### src/rtl/uart_tx_engine.sv
// UART transmit engine: valid/ready byte intake, CTS-gated frame start,
// per-bit clock divider, 5-8 data bits LSB first, optional parity, 1/1.5/2 stops.
module uart_tx_engine #(
  parameter int unsigned P_CTS_EN      = 1,
  parameter int unsigned P_SYNC_STAGES = 2
) (
  input  logic        clock,
  input  logic        reset,
  input  logic [7:0]  i_user_tx_data,
  input  logic        i_user_tx_valid,
  output logic        o_user_tx_ready,
  input  logic        i_uart_cts,
  output logic        o_uart_tx,
  output logic        o_tx_busy,
  input  logic [23:0] i_div_num,
  input  logic [3:0]  i_data_bit,
  input  logic [1:0]  i_stop_bit,
  input  logic [1:0]  i_check_bit
);

  typedef enum logic [2:0] {
    IDLE,
    START,
    DATA,
    PARITY,
    STOP
  } state_t;

  state_t state_q;

  logic [P_SYNC_STAGES-1:0] cts_sync;
  logic                     cts_s;

  logic        ready_q;
  logic        tx_q;
  logic        busy_q;

  logic [23:0] div_q;
  logic [3:0]  nbits_q;
  logic [1:0]  stop_q;
  logic        par_en_q;
  logic        par_bit_q;
  logic [7:0]  shift_q;
  logic [3:0]  bit_idx_q;
  logic [23:0] cnt_q;
  logic        stop_ext_q;

  logic [23:0] cfg_div;
  logic [3:0]  cfg_bits;
  logic [7:0]  cfg_mask;
  logic [7:0]  data_masked;
  logic        cfg_par_en;
  logic        cfg_par_bit;

  logic [23:0] cnt_limit;
  logic        cnt_last;

  // CTS synchroniser chain into the clock domain
  always_ff @(posedge clock) begin
    if (reset) begin
      cts_sync <= '0;
    end else begin
      cts_sync <= {cts_sync[P_SYNC_STAGES-2:0], i_uart_cts};
    end
  end

  assign cts_s = (P_CTS_EN != 0) ? cts_sync[P_SYNC_STAGES-1] : 1'b1;

  // Decode the live configuration inputs into the values latched at transfer
  always_comb begin
    cfg_div = i_div_num;
    if (i_div_num < 24'd2) begin
      cfg_div = 24'd2;
    end
    case (i_data_bit)
      4'd5:    begin cfg_bits = 4'd5; cfg_mask = 8'h1F; end
      4'd6:    begin cfg_bits = 4'd6; cfg_mask = 8'h3F; end
      4'd7:    begin cfg_bits = 4'd7; cfg_mask = 8'h7F; end
      default: begin cfg_bits = 4'd8; cfg_mask = 8'hFF; end
    endcase
    data_masked = i_user_tx_data & cfg_mask;
    cfg_par_en  = (i_check_bit == 2'd1) || (i_check_bit == 2'd2);
    cfg_par_bit = (i_check_bit == 2'd2) ? (^data_masked) : ~(^data_masked);
  end

  // Bit-period terminal count; the extra half stop period uses D/2
  always_comb begin
    cnt_limit = div_q;
    if ((state_q == STOP) && stop_ext_q && (stop_q == 2'd1)) begin
      cnt_limit = div_q >> 1;
    end
    cnt_last = (cnt_q == (cnt_limit - 24'd1));
  end

  // Frame sequencer with registered line, busy and ready outputs.
  // Stop time is split into a full period plus an optional extension period
  // (D/2 or D) so the 24-bit bit counter never has to reach 2*D.
  always_ff @(posedge clock) begin
    if (reset) begin
      state_q    <= IDLE;
      ready_q    <= 1'b0;
      tx_q       <= 1'b1;
      busy_q     <= 1'b0;
      div_q      <= 24'd2;
      nbits_q    <= 4'd8;
      stop_q     <= '0;
      par_en_q   <= 1'b0;
      par_bit_q  <= 1'b0;
      shift_q    <= '0;
      bit_idx_q  <= '0;
      cnt_q      <= '0;
      stop_ext_q <= 1'b0;
    end else begin
      case (state_q)
        IDLE: begin
          if (i_user_tx_valid && ready_q) begin
            div_q      <= cfg_div;
            nbits_q    <= cfg_bits;
            stop_q     <= i_stop_bit;
            par_en_q   <= cfg_par_en;
            par_bit_q  <= cfg_par_bit;
            shift_q    <= data_masked;
            bit_idx_q  <= '0;
            cnt_q      <= '0;
            stop_ext_q <= 1'b0;
            ready_q    <= 1'b0;
            tx_q       <= 1'b0;
            busy_q     <= 1'b1;
            state_q    <= START;
          end else begin
            ready_q <= cts_s;
          end
        end
        START: begin
          if (cnt_last) begin
            cnt_q   <= '0;
            tx_q    <= shift_q[0];
            state_q <= DATA;
          end else begin
            cnt_q <= cnt_q + 24'd1;
          end
        end
        DATA: begin
          if (cnt_last) begin
            cnt_q <= '0;
            if (bit_idx_q == (nbits_q - 4'd1)) begin
              if (par_en_q) begin
                tx_q    <= par_bit_q;
                state_q <= PARITY;
              end else begin
                tx_q    <= 1'b1;
                state_q <= STOP;
              end
            end else begin
              bit_idx_q <= bit_idx_q + 4'd1;
              shift_q   <= shift_q >> 1;
              tx_q      <= shift_q[1];
            end
          end else begin
            cnt_q <= cnt_q + 24'd1;
          end
        end
        PARITY: begin
          if (cnt_last) begin
            cnt_q   <= '0;
            tx_q    <= 1'b1;
            state_q <= STOP;
          end else begin
            cnt_q <= cnt_q + 24'd1;
          end
        end
        STOP: begin
          if (cnt_last) begin
            cnt_q <= '0;
            if (!stop_ext_q && (stop_q != 2'd0)) begin
              stop_ext_q <= 1'b1;
            end else begin
              stop_ext_q <= 1'b0;
              busy_q     <= 1'b0;
              ready_q    <= cts_s;
              state_q    <= IDLE;
            end
          end else begin
            cnt_q <= cnt_q + 24'd1;
          end
        end
        default: begin
          state_q <= IDLE;
          tx_q    <= 1'b1;
          busy_q  <= 1'b0;
          ready_q <= 1'b0;
        end
      endcase
    end
  end

  assign o_user_tx_ready = ready_q;
  assign o_uart_tx       = tx_q;
  assign o_tx_busy       = busy_q;

endmodule
### config.mk
export PLATFORM = sky130hd
export DESIGN_NAME = uart_tx_engine
export DESIGN_NICKNAME = d
export VERILOG_FILES = /design/src/rtl/uart_tx_engine.sv
export SDC_FILE = /design/constraint.sdc
export NUM_CORES = 1
export LEC_CHECK = 0
export CAP_MARGIN = 20
export CORE_AREA = 2 2 72 125
export CTS_CLUSTER_SIZE = 14
export DETAILED_ROUTE_END_ITERATION = 10
export DIE_AREA = 0 0 74 127
export GPL_ROUTABILITY_DRIVEN = 0
export HOLD_SLACK_MARGIN = 0.02
export PLACE_DENSITY = 0.84
export SETUP_SLACK_MARGIN = 0.4
export SLEW_MARGIN = 20
export SYNTH_ARGS = -nofsm -noshare
export SYNTH_HDL_FRONTEND = slang
export SYNTH_SLANG_ARGS = --single-unit
### constraint.sdc
create_clock -name clock -period 13.9 [get_ports clock]
set_clock_uncertainty 0.2 [all_clocks]
set_input_delay 1.39 -clock clock [delete_from_list [all_inputs] [get_ports clock]]
set_output_delay 1.39 -clock clock [all_outputs]
set_load 0.005 [all_outputs]
==> flow_metrics.env <==
export IMPL_outcome="finished, final reports clean"
export IMPL_wire_per_inst_um=18.8
export IMPL_nets=733
export IMPL_wl_um=15100
export IMPL_cts_root_buf="clkbuf_16"
export IMPL_drc=0
export IMPL_htree_levels=3
export IMPL_grt_setup_unrepaired="false"
export IMPL_firstDrtPassIters=9
export IMPL_post_route_period_util=0.435
export IMPL_n_antenna_cell=0
export IMPL_max_freq_mhz=166
export IMPL_cp_start_kind="register"
export IMPL_synth_area_leader_cell="dfxtp_1"
export IMPL_cts_tree="yes"
export IMPL_grt_overflow_total=0
export IMPL_ys_ff_latch=77
export IMPL_hold_path_class="register to register"
export IMPL_slew_headroom=0.444
export IMPL_yosysUniqueCellTypes=69
export IMPL_clk_pin_slew_ps=60
export IMPL_period_needed_ps=6040
export IMPL_dp_cells=788
export IMPL_crit_path_end_kind="register"
export IMPL_cts_path_max_buffers=2
export IMPL_synth_edff_count=0
export IMPL_hpwlAfterDp_um=10700
export IMPL_area_delta_synth_final_pct=16.1
export IMPL_worst_pin_slew_ps=830
export IMPL_portBuffers=46
export IMPL_clk_latency_ps=350
export IMPL_cts_buffers=9
export IMPL_die_w_um=74
export IMPL_power_density_nw_per_um2=93.5
export IMPL_netSwitchingPower_uw=124
export IMPL_setup_tns_ps=0
export IMPL_finalHoldViolations=0
export IMPL_die_h_um=127
export IMPL_cts_hold_buf=0
export IMPL_ys_top_cells_by_count="dfxtp_1 (77), nand2_1 (60), nor2_1 (45)"
export IMPL_syn_avg_cell_area_um2=7.72
export IMPL_grt_antenna_before_repair=0
export IMPL_cts_setup_buffers=0
export IMPL_placementRows=44
export IMPL_p_comb_frac=0.099
export IMPL_swShare=0.222
export IMPL_critPathRequiredTime_ps=13940
export IMPL_slew_violations=0
export IMPL_vdd_ir_drop_max_v=0.0000808
export IMPL_dieArea_um2=9400
export IMPL_grt_pass1_vias=5359
export IMPL_cts_sinks=77
export IMPL_ant_nets=0
export IMPL_critPathKind="register to register"
export IMPL_yosysSeqAreaShare=0.299
export IMPL_worstPathArrival_ps=6080
export IMPL_cts_resized_gates=0
export IMPL_yosys_most_used_dff="dfxtp_1"
export IMPL_internal_power_uw=435
export IMPL_synthCells=667
export IMPL_ios=47
export IMPL_route_vias_total=5422
export IMPL_drive_above_1_share=0.0596
export IMPL_synthTopCellsByArea="dfxtp_1 (30%), xnor2_1 (4.9%), nand2_1 (4.4%), a21oi_1 (3.6%), a22o_1 (3.6%)"
export IMPL_instances_no_fill=803
export IMPL_power_frac_seq=0.408
export IMPL_synth_top_area_frac=0.299
export IMPL_worstPathMaxFanout=32
export IMPL_yosysMostFrequentCell="dfxtp_1"
export IMPL_track_usage=0.338
export IMPL_clkPwrFrac=0.494
export IMPL_synthesis_nets=716
export IMPL_grt_max_degree=41
export IMPL_yosysWarnings=0
export IMPL_drv_cap=0
export IMPL_grt_pass1_wl_um=25000
export IMPL_power_leakage_uw=0.00219
export IMPL_core_area_um2=8310
export IMPL_start_util=0.620
export IMPL_setup_viol_count_final=0
export IMPL_async_reset_ff_frac=0
export IMPL_via_per_inst=6.75
export IMPL_synthesis_area_um2=5150
export IMPL_r2r_slack_ps=7860
export IMPL_drt_iter0_markers=566
cells by family after synthesis:
group	synth area share
compound gates	0.246
xor+xnor	0.0680
fa+ha+maj	0.0121
buf+inv	0.0505
flops	0.299
mux	0.0240
simple gates	0.300
state kept, by name, indices dropped and copies added (netlist names):
| name | count |
|---|---|
| nbits_q | 4 |
| div_q | 24 |
| cts_sync | 2 |
| cnt_q | 24 |
| state_q | 3 |
| o_uart_tx | 1 |
| par_en_q | 1 |
| stop_ext_q | 1 |
| o_user_tx_ready | 1 |
| o_tx_busy | 1 |
| bit_idx_q | 4 |
| par_bit_q | 1 |
| stop_q | 2 |
| shift_q | 8 |
layout make-up:
cell class              instances  area (um^2)
clock inverters                 4         95.1
clock buffers                  11          253
flip-flops and latches         77         1540
multi-input cells             527         3370
fillers                       677         2330
repair buffers                 56          536
inverters                      13         48.8
well taps                     115          144
placed cells by master, fill, tap and decap left out, drive strengths merged, types with 7 or more instances in the layout:
master         Yosys  final
buf               16     10
nor3              17     17
xor2              11     11
xnor2             29     29
nand3             32     32
nand4             12     12
clkdlybuf4s50      0     46
inv               13     13
a21o              13     13
o22ai             14     14
nand2             60     60
mux2i              9      9
o21ai             31     31
a31oi             11     11
a21oi             37     37
nor4              20     20
or3                7      7
nor2b             24     24
a22o              21     21
nor2              45     45
nand2b             9      9
dfxtp             77     77
and3              11     11
clkbuf            34     11
or4                9      9
nand4b            13     13
a211oi            15     15
per-layer routing:
metal,GRT usage,vias up,part of all wire
met5,0,-,0
met4,0.244,0,0.067
met3,0.0615,94,0.050
met2,0.579,263,0.53
met1,0.356,2531,0.35
li1,-,2534,-
power groups by stage:
stage               Clock [uW]  Combinational, uW  Sequential (uW)
detailed placement           0               53.7              233
finish                     276               55.1              228
global route               286               59.7              228
CTS                        276               54.3              228
global placement             0               52.2              232
floorplan                    0               31.3              231
metrics by stage:
stage / worst slack [ps] / total power (uW) / area (um^2) / util / hold WS [ps]
final: 7860 / 559 / 5980 / 0.720 / 234
after global routing: 7550 / 574 / 5980 / 0.720 / 258
after global placement: 7980 / 284 / 5630 / 0.677 / 217
after CTS: 7630 / 558 / 5980 / 0.719 / 238
after floorplan: 8970 / 262 / 5150 / - / 214
after detailed placement: 7700 / 286 / 5630 / 0.677 / 224
worst max-delay path: stages, from the launching register on:
cell	delay, ps
dfxtp_1	620
and4b_2	720
nand2_1	340
a21oi_1	230
ha_1	240
or4b_2	630
nor4_1	440
nand4_1	280
nor4_1	430
xnor2_1	150
nor4_1	480
nand2_1	220
nor3_1	390
mux2_2	390
a22o_1	170
final timing paths:
kind / from / end / cells after the start
max: state_q[2] / o_user_tx_ready / 14
min: cts_sync[0] / cts_sync[1] / 1
max reg2reg: state_q[2] / o_user_tx_ready / 14
min reg2reg: cts_sync[0] / cts_sync[1] / 1
Power figures use the tool's default switching activity.
